### src/rtl/ram_port_a_arb_pkg.sv
// Shared types for the port-A arbiter: controller states and master indices.
package ram_port_a_arb_pkg;

  // Controller states: sweep the RAM with the init word, then serve masters.
  typedef logic [0:0] state_t;
  localparam state_t CLEAR = 1'b0;
  localparam state_t RUN   = 1'b1;

  // Master index, also the encoding of the remembered last grant.
  typedef logic [0:0] mst_t;
  localparam mst_t M0 = 1'b0;
  localparam mst_t M1 = 1'b1;

endpackage

### src/rtl/rr_arb2.sv
// Two-way round-robin grant: a lone requester always wins, a tie goes to the
// requester that was not granted last. Purely combinational.
module rr_arb2
  import ram_port_a_arb_pkg::*;
(
  input  logic [1:0] req_i,
  input  mst_t       last_grant_i,
  output logic [1:0] grant_o
);

  // One-hot grant from the request vector and the previous winner.
  always_comb begin
    grant_o = 2'b00;
    case (req_i)
      2'b01:   grant_o = 2'b01;
      2'b10:   grant_o = 2'b10;
      2'b11:   grant_o = (last_grant_i == M1) ? 2'b01 : 2'b10;
      default: grant_o = 2'b00;
    endcase
  end

endmodule

### src/rtl/ram_port_a_arb.sv
// Port-A sharer for the dual-port RAM: clears every word after reset, then
// round-robins single-cycle commands from m0 (CPU) and m1 (loader/debug).
// Read data comes back one cycle after acceptance straight from the RAM q_a.
module ram_port_a_arb
  import ram_port_a_arb_pkg::*;
#(
  parameter  int                 DEPTH      = 2048,
  parameter  int                 WIDTH      = 8,
  parameter  logic [WIDTH-1:0]   INIT_VALUE = '0,
  localparam int                 DEPTH_BITS = $clog2(DEPTH)
) (
  input  logic                  clock,
  input  logic                  reset,
  output logic                  init_done,

  input  logic                  m0_cmd_valid,
  output logic                  m0_cmd_ready,
  input  logic                  m0_cmd_write,
  input  logic [DEPTH_BITS-1:0] m0_cmd_address,
  input  logic [WIDTH-1:0]      m0_cmd_data,
  output logic                  m0_rsp_valid,
  output logic [WIDTH-1:0]      m0_rsp_data,

  input  logic                  m1_cmd_valid,
  output logic                  m1_cmd_ready,
  input  logic                  m1_cmd_write,
  input  logic [DEPTH_BITS-1:0] m1_cmd_address,
  input  logic [WIDTH-1:0]      m1_cmd_data,
  output logic                  m1_rsp_valid,
  output logic [WIDTH-1:0]      m1_rsp_data,

  output logic [DEPTH_BITS-1:0] ram_address_a,
  output logic                  ram_wren_a,
  output logic [WIDTH-1:0]      ram_data_a,
  input  logic [WIDTH-1:0]      ram_q_a
);

  localparam logic [DEPTH_BITS-1:0] ADDR_ONE  = DEPTH_BITS'(1);
  localparam logic [DEPTH_BITS-1:0] ADDR_LAST = DEPTH_BITS'(DEPTH - 1);

  state_t                  state_q, state_d;
  logic [DEPTH_BITS-1:0]   clr_addr_q, clr_addr_d;
  mst_t                    last_grant_q, last_grant_d;
  logic                    init_done_q, init_done_d;
  logic [1:0]              rd_pend_q, rd_pend_d;
  logic [DEPTH_BITS-1:0]   addr_hold_q;

  logic                    run;
  logic [1:0]              req;
  logic [1:0]              grant;

  // Masters are only eligible in RUN and never while reset is being applied,
  // so nothing is accepted in the cycle that reset wipes the controller.
  assign run = (state_q == RUN) && !reset;
  assign req = run ? {m1_cmd_valid, m0_cmd_valid} : 2'b00;

  rr_arb2 u_arb (
    .req_i        (req),
    .last_grant_i (last_grant_q),
    .grant_o      (grant)
  );

  // A grant is only issued to a valid requester, so grant doubles as handshake.
  assign m0_cmd_ready = grant[0];
  assign m1_cmd_ready = grant[1];
  assign init_done    = init_done_q;

  // RAM port A drive: the clear sweep, the granted master, or idle with the
  // address held at its last value.
  always_comb begin
    ram_wren_a    = 1'b0;
    ram_address_a = addr_hold_q;
    ram_data_a    = '0;
    if (state_q == CLEAR) begin
      ram_wren_a    = 1'b1;
      ram_address_a = clr_addr_q;
      ram_data_a    = INIT_VALUE;
    end else if (grant[0]) begin
      ram_wren_a    = m0_cmd_write;
      ram_address_a = m0_cmd_address;
      ram_data_a    = m0_cmd_data;
    end else if (grant[1]) begin
      ram_wren_a    = m1_cmd_write;
      ram_address_a = m1_cmd_address;
      ram_data_a    = m1_cmd_data;
    end
  end

  // Next-state: clear counter and exit, last-grant tracking, read-pending flags.
  always_comb begin
    state_d      = state_q;
    clr_addr_d   = clr_addr_q;
    last_grant_d = last_grant_q;
    init_done_d  = init_done_q;
    rd_pend_d    = 2'b00;
    if (state_q == CLEAR) begin
      clr_addr_d = clr_addr_q + ADDR_ONE;
      if (clr_addr_q == ADDR_LAST) begin
        state_d     = RUN;
        init_done_d = 1'b1;
      end
    end else begin
      if (grant[0]) begin
        last_grant_d = M0;
        rd_pend_d[0] = !m0_cmd_write;
      end
      if (grant[1]) begin
        last_grant_d = M1;
        rd_pend_d[1] = !m1_cmd_write;
      end
    end
  end

  // Control state; last_grant resets to M1 so m0 wins the first tie.
  always_ff @(posedge clock) begin
    if (reset) begin
      state_q      <= CLEAR;
      clr_addr_q   <= '0;
      last_grant_q <= M1;
      init_done_q  <= 1'b0;
      rd_pend_q    <= 2'b00;
    end else begin
      state_q      <= state_d;
      clr_addr_q   <= clr_addr_d;
      last_grant_q <= last_grant_d;
      init_done_q  <= init_done_d;
      rd_pend_q    <= rd_pend_d;
    end
  end

  // Remember the driven address so an idle cycle does not toggle the bus.
  always_ff @(posedge clock) begin
    addr_hold_q <= ram_address_a;
  end

  // Responses pass q_a through in the cycle after a read was accepted; a
  // reset in that cycle suppresses the pulse so no stale data escapes.
  assign m0_rsp_valid = rd_pend_q[0] && !reset;
  assign m1_rsp_valid = rd_pend_q[1] && !reset;
  assign m0_rsp_data  = m0_rsp_valid ? ram_q_a : '0;
  assign m1_rsp_data  = m1_rsp_valid ? ram_q_a : '0;

endmodule

### config.mk
export PLATFORM = sky130hd
export DESIGN_NAME = ram_port_a_arb
export DESIGN_NICKNAME = d
export VERILOG_FILES = /design/src/rtl/ram_port_a_arb_pkg.sv /design/src/rtl/rr_arb2.sv /design/src/rtl/ram_port_a_arb.sv
export SDC_FILE = /design/constraint.sdc
export NUM_CORES = 1
export LEC_CHECK = 0
export CAP_MARGIN = 20
export CORE_UTILIZATION = 35
export DETAILED_ROUTE_END_ITERATION = 10
export GPL_ROUTABILITY_DRIVEN = 0
export PLACE_DENSITY = 0.78
export SYNTH_ARGS = -nofsm -noshare
export SYNTH_HDL_FRONTEND = slang
export SYNTH_SLANG_ARGS = --single-unit
### constraint.sdc
create_clock -name clock -period 2.6 [get_ports clock]
set_input_delay 0.26 -clock clock [delete_from_list [all_inputs] [get_ports clock]]
set_output_delay 0.26 -clock clock [all_outputs]
set_load 0.02 [all_outputs]
==> metrics list, run 1 <==
- Entering global routing, the biggest net connects 25 pins.
- Routed WL: 4.031 mm
- The critical path is of the primary input to primary output type.
- At the pin with the least slew margin, the transition time is 0.2668 ns.
- Setup repair after global routing left no endpoint under its margin.
- CP endpoint kind: primary output
- Buffers placed on the I/O ports in this run total 92.
- Switching pwr: 0.1686 mW
* Placed inst area: 2394 um2
* Standard cell core area: 4000 um2
- Mean Syn Cell Area: 8.604 um2
- Setup violations remaining at the end of the flow were counted as 0.
- For this design the ratio of total power to cell area is 321.1 nW/um2.
* Number of buffers on the longest clock path: 2
- Chip height: 66.65 um
* Max H-tree Level: 1
* Final core utilization: 61.15%
- Headroom to the max-slew limit came out at 82.08%.
- Synthesis produced a netlist whose cell count is 170.
- The worst-case IR drop observed on VDD is 0.1933 mV.
* Leftover overflow at the end of global routing: 0
- Critical Path Most Common Cell: clkdlybuf4s50_1
* Worst slack at placement: 0.1033 ns
- The routed design could run at a clock period as short as 2.465 ns.
- Worst hold path class: register to register
* Setup crit start kind: primary input
- Slowest-stage cell, CP: clkdlybuf4s50_1
- Summed over its instances, the top area cell type makes up 36.95% of the synthesized netlist area.
- Most used DFF post-synth: dfxtp_1
- Across the run, the number of max-cap violations was 0.
* First-pass GRT wire length: 6.444 mm
* Cell type with the largest total area after synthesis: dfxtp_1
- By area the synthesized netlist is led by dfxtp_1, and2_1, nand2_1, a22o_2, a31oi_1.
- After clock tree synthesis, the clock-pin slew on the worst setup and hold paths is 0.09 ns.
- Counting flops with a built-in enable in the synthesized netlist gives 0.
- In the finished design, the share of the clock period the worst path needs comes to 94.83%.
- Violation count after the first detailed-routing iteration: 78
* Layout cells sized above 1: 9.886%
- Critical path peak fanout: 19
- In the final routed layout, each cell accounts on average for 12.88 um.
- Clock tree synthesis selected as its root buffer the cell clkbuf_8.
- For this design the top-level I/O count stands at 93.
- The floorplan has 23 rows.
- Internal power: 0.6169 mW
- Combinational logic burns 15.3% of the power.
- Clock tree from TritonCTS: yes
- Flip-flop and latch count after synthesis: 27
* Crit path buf inv count: 3
- Count of yosys warnings during synthesis: 0
- Peak Freq: 0.4056 GHz
- Leakage power summed over all cells: 0.9269 nW
- Share of total power in sequential cells: 54.5%
* HPWL after DPL: 3.204 mm
- Antenna diode count: 0
* Number of nets in the synthesized netlist: 223
* Initial antenna violation count: 0
- For this run, the detailed router's first-pass iteration total came to 4.
- Status: completed
* Required time of the critical path: 2.34 ns
* CP top delay family: buffers and inverters
- Delay of the slowest critical-path stage: 0.64 ns
- Die width: 66.65 um
* Area of all placed cells without fillers: 2446 um2
* Number of global-route vias before repair: 1426
- Synth unique cells: 38
- The area growth from synthesis to layout is 67.24%.
- The die covers 4442 um2.
- The share of the Yosys chip area taken by registers is 36.95%.
- Setup WS post-layout: 0.1345 ns
* Total count of hold-check failures in the final report: 0
- For this run, asynchronously set or reset flops after synthesis account for 0%.
* Post-CTS Setup Bufs: 0
- Insertion delay to the later sink of the worst-skew pair: 0.27 ns
* Synthesized area: 1463 um2
- For this block, the via count after detailed routing is 1533.
* Setup Total Neg Slack: 0 ns
* Avg Vias per Cell: 4.898
- The number of slew-limit violations in the final report is 0.
- Of the total power, the share spent switching nets is 21.46%.
* Routed Antenna Nets: 0
- Clock sinks: 27
* Cts bufs inserted: 3
- The final layout contains 317 nets.
- The share of total power dissipated in the clock network is 30.2%.
- Final Skew: 0.003705 ns
- Starting Density: 36.57%
- CP cell instances: clkdlybuf4s50_1 > nor2b_4 > nand3_4 > inv_6 > nand2_1 > a31oi_1 > clkdlybuf4s50_1
- Global routing used 18.50% of the available tracks.
* CP Data Arrival Time: 2.21 ns
- DRC: 0
## cell usage in the layout, fill, tap and decap left out, types with 4 or more instances in the layout
| cell | instances |
|---|---|
| o21ai_0 | 5 |
| a21oi_1 | 5 |
| nand2_1 | 23 |
| clkdlybuf4s50_1 | 89 |
| dfxtp_1 | 27 |
| a22o_2 | 8 |
| o22ai_1 | 11 |
| nor2_1 | 13 |
| a31oi_1 | 11 |
| xor2_1 | 4 |
| and2_1 | 16 |
| buf_4 | 8 |
## cell families after synthesis
family | Yosys count | synth area share [%]
AND/OR/NAND/NOR | 75 | 27.80
adder cells (fa/ha/maj) | 1 | 0.8553
AO/OA/AOI/OAI | 44 | 20.45
XOR/XNOR | 7 | 4.192
multiplexers | 1 | 0.6844
flip-flops | 27 | 36.95
buffers and inverters | 15 | 9.067
## Yosys cell counts, types with 4 or more instances
cell / count
a31oi_1: 11
nor2_1: 13
o22ai_1: 11
o21ai_0: 5
xor2_1: 4
nand2_1: 23
and2_1: 16
a22o_2: 8
clkbuf_8: 4
a21oi_1: 5
dfxtp_1: 27
## worst register-to-register path, cell delays in order, from the launching register on
cell	delay (ns)
dfxtp_1	0.32
buf_4	0.21
nand4b_1	0.32
nor3_1	0.34
xnor2_1	0.16
nor2_1	0.05
## power groups by stage
| stage | clock network (mW) | registers, mW | logic, mW |
|---|---|---|---|
| after global routing | 0.260 | 0.430 | 0.129 |
| after floorplan | 0 | 0.436 | 0.0296 |
| after detailed placement | 0 | 0.437 | 0.121 |
| after CTS | 0.243 | 0.428 | 0.121 |
| final | 0.237 | 0.428 | 0.120 |
| after global placement | 0 | 0.437 | 0.119 |
## cell type report
class / instances / area, um2
sequential: 27 / 540.5
clock buffer: 4 / 45.04
fill: 361 / 1554
timing repair buffer: 100 / 988.4
inverter: 4 / 20.02
tap: 50 / 62.56
multi-input combinational: 128 / 789.5
## path summary, 6_finish.rpt
check / from / end / slack (ns) / cells after the start
worst max-delay path: reset / ram_address_a[8] / 0.13 / 7
worst min-delay path: init_done / init_done / 0.49 / 2
worst max register to register: state_q / clr_addr_q[9] / 1.11 / 5
worst min register to register: init_done / init_done / 0.49 / 2
## flip-flops by register name, indices dropped and copies added (netlist names)
name / flops
state_q: 1
clr_addr_q: 11
addr_hold_q: 11
init_done: 1
rd_pend_q: 2
last_grant_q: 1
## repair_timing
| item | CTS | global route |
|---|---|---|
| resized for setup | 0 | 3 |
| setup endpoints to repair | 0 | 3 |
| hold endpoints to repair | 0 | 0 |
| hold buffers | 0 | 0 |
## metrics by stage
| step | instances | power [mW] | hold WS [ns] |
|---|---|---|---|
| after floorplan | 170 | 0.4654 | 0.3324 |
| after CTS | 313 | 0.7919 | 0.5007 |
| final | 313 | 0.7854 | 0.4944 |
| after global routing | 313 | 0.8191 | 0.5316 |
| after detailed placement | 309 | 0.5578 | 0.4796 |
| after global placement | 309 | 0.5568 | 0.4526 |
## layer usage
layer  track usage (%)  up-vias  routed length [um]
met5                 0        -                   0
met4             1.596        0                   6
met3             4.452        2                 215
met2             31.57       50                1962
met1             24.23      694                1847
li1                  -      787                   -
Note: power is estimated with default switching activity, not from simulation.
==> run 2, diff against run 1 <==
RECOVER_POWER = 50   (was default)
==> metrics list, run 2 (synthesis gave the netlist of run 1 again) <==
* First-pass GRT wire length: 6.444 mm (unchanged)
- Most common library cell in the layout ignoring fill and taps: clkdlybuf4s50_1 (unchanged)
- Clock edge transition at the registers on the reported setup and hold paths: 0.09 ns (about the same)
* Synthesis-to-finish area growth: 65.95% (was 67.24%)
- Total count of hold-check failures in the final report: 0 (unchanged)
- The total iterations of the first detailed-routing run was 4 (unchanged).
- Most frequent cells in the layout: clkdlybuf4s50_1, dfxtp_1, nand2_1, and2_1, nor2_1 (unchanged).
- Leftover overflow at the end of global routing: 0 (unchanged)
- Max cap viols: 0 (unchanged)
* Insertion delay to the later sink of the worst-skew pair: 0.27 ns (about the same)
* Clock sinks: 27 (unchanged)
- The total half-perimeter wirelength after legalization and detailed placement was 3.204 mm (unchanged).
- DIE AREA: 4442 um2 (unchanged)
- The final critical-path required period came to 2.460 ns (was 2.465 ns).
- Required time of the critical path: 2.34 ns (about the same)
* Standard cell core area: 4000 um2 (unchanged)
- Final core utilization: 60.68% (was 61.15%)
* I/O Buffers: 92 (unchanged)
* Worst IR drop on VDD: 0.1934 mV (was 0.1933 mV)
* Antenna diode count: 0 (unchanged)
- Ports: 93 (unchanged)
- Routed WL: 4.029 mm (was 4.031 mm)
- Peak Freq: 0.4065 GHz (was 0.4056 GHz)
- Initial antenna violation count: 0 (unchanged)
- The DRC violation count after routing came to 0 (unchanged).
- The routed length per instance was 12.87 um (was 12.88 um).
* Power density of the placed cells: 323.6 nW/um2 (was 321.1 nW/um2)
- The endpoint arrival time on the critical path came to 2.20 ns (was 2.21 ns).
- Largest registers: addr_hold_q: 11 flops, clr_addr_q: 11 flops, rd_pend_q: 2 flops (unchanged).
- Hold_ws: 0.4891 ns (was 0.4944 ns)
- The fraction of layout cells with a size suffix above 1 was 9.506% (was 9.886%).
- RSZ-0062 raised after global routing: no (unchanged)
- Number of global-route vias before repair: 1426 (unchanged)
- Status: completed (unchanged)
- Count of vias placed by the detailed router: 1534 (was 1533)
- The total negative slack for setup checks was 0 ns (unchanged).
- Cts bufs inserted: 3 (unchanged)
- Final setup viols: 0 (unchanged)
- Max H-tree Level: 1 (unchanged)
- Post-route clock period utilization: 94.62% (was 94.83%)
* Worst hold path class: register to register (unchanged)
- Critical path class: primary input to primary output (unchanged)
- The floorplan die height is 66.65 um (unchanged).
* Global-route usage over all layers: 18.50% (unchanged)
- The normalized max-slew margin was 82.08% (about the same).
- The CTS tree is yes (unchanged).
- Row Count: 23 (unchanged)
- The number of post-CTS setup repair buffers was 0 (unchanged).
* Starting Density: 36.57% (unchanged)
- CP endpoint kind: primary output (unchanged)
- Number of fill cells: 367 (was 361)
* Avg Vias per Cell: 4.901 (was 4.898)
- The nature of the critical path startpoint was a primary input (unchanged).
* Count of nets after finishing: 317 (unchanged)
* Max-slew violation count: 0 (unchanged)
* Maximum number of pins on one net before global-route repair: 25 (unchanged)
- The floorplan die width came to 66.65 um (unchanged).
- Leakage power summed over all cells: 0.8999 nW (was 0.9269 nW)
* Violation count after the first detailed-routing iteration: 80 (was 78)
- Root buffer cell: clkbuf_8 (unchanged)
- The overall power was 0.7856 mW (was 0.7854 mW).
- The largest fanout on the critical path is 19 (unchanged).
- Number of buffers on the longest clock path: 2 (unchanged)
- Slew @ Worst Pin: 0.2668 ns (about the same)
- Final Skew: 0.003578 ns (was 0.003705 ns)
- Routed Antenna Nets: 0 (unchanged)
-- run 2: changes by cell type in the layout (fill, tap and decap cells not counted), sizes merged --
cell / delta
clkdlybuf4s50: -4
clkbuf: +2
dlygate4sd3: +4
dlymetal6s2s: -2
-- run 2: per-stage QoR --
step	cells	instance area [um2]	setup slack, ns
floorplan	170	1463	0.9291
global placement	309	2394	0.1788
detailed placement	309	2394	0.1033
CTS	313	2439	0.1030
global route	313	2427	0.001233
finish	313	2427	0.1398
-- run 2: cell type report --
class                   instances  area (um2)  share of cell area, %
multi-input cells             128       788.3                  32.47
repair buffers                100       970.9                  40.00
well taps                      50       62.56                  2.577
inverters                       4       20.02                 0.8247
clock buffers                   4       45.04                  1.856
flip-flops and latches         27       540.5                  22.27
-- run 2: timing repair --
action	4_1_cts	5_1_grt
endpoints found under the setup margin	0	3
hold buffers	0	0
gates resized for setup	0	3
-- run 2: routing by layer --
metal / part of all wire, % / wire, um / vias up / track usage, %
li1: - / - / 787 / -
met1: 46 / 1845 / 695 / 24.23
met2: 49 / 1966 / 50 / 31.57
met3: 5.2 / 209 / 2 / 4.452
met4: 0.15 / 6 / 0 / 1.596
met5: 0 / 0 / - / 0
-- run 2: where the power goes --
group | internal (mW) | total, mW | leakage [nW] | switching (mW)
Clock | 0.110 | 0.237 | 0.0228 | 0.127
Sequential | 0.421 | 0.428 | 0.219 | 0.00664
Combinational | 0.0856 | 0.120 | 0.658 | 0.0346
Total | 0.617 | 0.786 | 0.900 | 0.169
-- run 2: path summary, 6_finish.rpt --
check                 start          endpoint  slack (ns)  depth (start not counted)
hold reg to reg   init_done         init_done        0.49                          2
hold / removal    init_done         init_done        0.49                          2
setup reg to reg    state_q     clr_addr_q[9]        1.11                          5
setup / recovery      reset  ram_address_a[8]        0.14                          7
-- run 2: worst max-delay path: stages --
cell             delay [ns]
clkdlybuf4s50_1        0.49
nor2b_4                0.21
nand3_4                0.14
inv_6                  0.16
nand2_1                0.08
a31oi_1                0.21
clkdlybuf4s50_1        0.64
==> run 3, diff against run 2 <==
CORE_MARGIN = 10   (was default)
SETUP_SLACK_MARGIN = 0.2   (was default)
==> metrics list, run 3 (synthesis gave the netlist of run 1 again) <==
- Status: completed (unchanged).
- Root buffer cell: clkbuf_8 (unchanged)
- Worst IR drop on VDD: 0.2010 mV (was 0.1934 mV)
* Hold-fix buffers, CTS: 0 (unchanged)
- The number of antenna violations at the first check in global routing came to 0 (unchanged).
- The power density normalized to cell area is 323.9 nW/um2 (was 323.6 nW/um2).
* Routed WL: 4.894 mm (was 4.029 mm)
- Endpoint of the worst register-to-register path: clr_addr_q[9] (unchanged)
- The initial detailed-routing violation count was 107 (was 80).
- Required time of the critical path: 2.34 ns (about the same)
* Row Count: 23 (unchanged)
- Clock sinks: 27 (unchanged)
- Slew @ Worst Pin: 0.2911 ns (was 0.2668 ns)
- The number of slew-limit violations in the final report came to 0 (unchanged).
- The worst hold path stage count is 2 (unchanged).
- The full die area was 7165 um2 (was 4442 um2).
* HPWL after DPL: 4.013 mm (was 3.204 mm)
- The depth of the most critical reg-to-reg path came to 5 (unchanged).
* Period minus WS final: 2.362 ns (was 2.460 ns)
* First-pass iteration count of the detailed router: 4 (unchanged)
- The antenna diode count came to 0 (unchanged).
* Number of global-route vias before repair: 1636 (was 1426)
- Global-route usage over all layers: 13.14% (was 18.50%)
* I/O Buffers: 92 (unchanged)
* Routed Antenna Nets: 0 (unchanged)
- Max H-tree Level: 1 (unchanged)
* Clock edge transition at the registers on the reported setup and hold paths: 0.09 ns (about the same)
* Number of buffers on the longest clock path: 2 (unchanged)
- Chip height: 84.65 um (was 66.65 um)
- Launch instance of the worst min-delay path: init_done (unchanged)
- The normalized max-slew margin was 80.59% (was 82.08%).
* Avg Vias per Cell: 5.038 (was 4.901)
- Most common library cell in the layout ignoring fill and taps: clkdlybuf4s50_1 (unchanged)
- Setup Total Neg Slack: 0 ns (unchanged)
- RSZ-0062 raised after global routing: no (unchanged)
* Leakage power summed over all cells: 0.9749 nW (was 0.8999 nW)
- The final design instance area without fill came to 2412 um2 (was 2427 um2).
- Placed inst area: 2399 um2 (was 2394 um2)
- The maximum number of pins on one net before global-route repair is 25 (unchanged).
- Startpoint of the most critical register-to-register path: state_q (unchanged)
* Most frequent cells in the layout: clkdlybuf4s50_1, dfxtp_1, nand2_1, dlygate4sd2_1, and2_1 (was clkdlybuf4s50_1, dfxtp_1, nand2_1, and2_1, nor2_1)
- The number of setup violations in the final report came to 0 (unchanged).
* Endpoint with the worst hold slack: init_done (unchanged)
- The number of post-CTS setup repair buffers was 0 (unchanged).
* Post-route total power: 0.7815 mW (was 0.7856 mW)
- The number of inserted filler cells in the final layout came to 386 (was 367).
* Starting Density: 36.30% (was 36.57%)
* Worst hold path class: register to register (unchanged)
- Cts bufs inserted: 3 (unchanged)
* Setup crit start kind: primary input (unchanged)
* Total count of hold-check failures in the final report: 0 (unchanged)
- The critical path class is primary input to primary output (unchanged).
- Clock tree from TritonCTS: yes (unchanged)
- Final Skew: 0.007419 ns (was 0.003578 ns)
* Insertion delay to the later sink of the worst-skew pair: 0.27 ns (about the same)
* Register-to-register setup slack: 1.08 ns (was 1.11 ns)
* Count of vias placed by the detailed router: 1572 (was 1534)
- The number of max-capacitance violations reported came to 0 (unchanged).
- The largest fanout on the critical path was 16 (was 19).
- Layout cells sized above 1: 9.542% (was 9.506%)
- Synthesis-to-finish area growth: 64.93% (was 65.95%)
- The endpoint arrival time on the critical path is 2.10 ns (was 2.20 ns).
- CP endpoint kind: primary output (unchanged)
* Routed length per placed instance: 15.69 um (was 12.87 um)
- First-pass GRT wire length: 7.886 mm (was 6.444 mm)
- The combined area of the multi-input logic cells was 788.3 um2 (unchanged).
- The maximum clock frequency came to 0.4233 GHz (was 0.4065 GHz).
* Leftover overflow at the end of global routing: 0 (unchanged)
* Standard cell core area: 4029 um2 (was 4000 um2)
* Post-route clock period utilization: 90.86% (was 94.62%)
- The net count reported at finish was 316 (was 317).
- Area of all sequential standard cells: 540.5 um2 (unchanged)
- Die width: 84.65 um (was 66.65 um)
* DRC: 0 (unchanged)
* Ports: 93 (unchanged)
- Largest registers: addr_hold_q: 11 flops, clr_addr_q: 11 flops, rd_pend_q: 2 flops (unchanged)
[run 3: cell count changes in the layout (fill, tap and decap cells not counted)]
cell and change:
clkbuf_1 -2, dlymetal6s2s_1 -1, clkdlybuf4s50_1 -19, dlygate4sd2_1 +20
buf_12 +1, clkinv_2 +1, dlygate4sd3_1 +1, buf_4 -2
[run 3: final cells by class]
| class | count | area share [%] |
|---|---|---|
| Multi-Input combinational cell | 128 | 32.68 |
| Clock buffer | 3 | 1.712 |
| Sequential cell | 27 | 22.41 |
| Tap cell | 50 | 2.593 |
| Timing Repair Buffer | 99 | 39.57 |
| Inverter | 4 | 0.8299 |
| Clock inverter | 1 | 0.2075 |
[run 3: worst max path at each step]
stage / slack [ns] / depth (start not counted) / endpoint / start
after global placement: 0.16 / 6 / ram_address_a[3] / m1_cmd_valid
after detailed placement: 0.13 / 8 / ram_wren_a / reset
final: 0.24 / 6 / m1_rsp_data[0] / reset
after CTS: 0.28 / 6 / m0_cmd_ready / reset
after floorplan: 0.93 / 6 / ram_address_a[10] / state_q
after global routing: 0.14 / 6 / m1_rsp_data[5] / reset
[run 3: critical path: stages]
cell and delay (ns):
dlygate4sd3_1 0.59, buf_4 0.22, nor2b_1 0.12, buf_4 0.16, and2_1 0.13, clkdlybuf4s50_1 0.61
[run 3: what timing repair did]
| action | 4_1_cts | 5_1_grt |
|---|---|---|
| hold endpoints to repair | 0 | 0 |
| endpoints found under the setup margin | 20 | 2 |
| resized for setup | 20 | 2 |
[run 3: per-layer routing]
layer	global-route usage (%)	up-vias	wire [um]
li1	-	786	-
met1	14.07	726	1937
met2	23.34	54	2528
met3	3.865	6	332
met4	5.539	0	97
met5	0	-	0
[run 3: where the power goes]
group,total (mW),switching [mW],internal [mW]
combinational,0.118,0.0355,0.0824
clock,0.236,0.128,0.107
sequential,0.428,0.00633,0.421
[run 3: per-stage QoR]
step                utilization [%]  std cells  setup slack (ns)  hold WS [ns]
finish                        59.88        312            0.2377        0.4696
global route                  59.88        312            0.1412        0.4936
CTS                           60.06        312            0.2789        0.4859
detailed placement            59.53        308            0.1317        0.4643
global placement              59.53        308            0.1583        0.4558
floorplan                         -        170            0.9291        0.3324
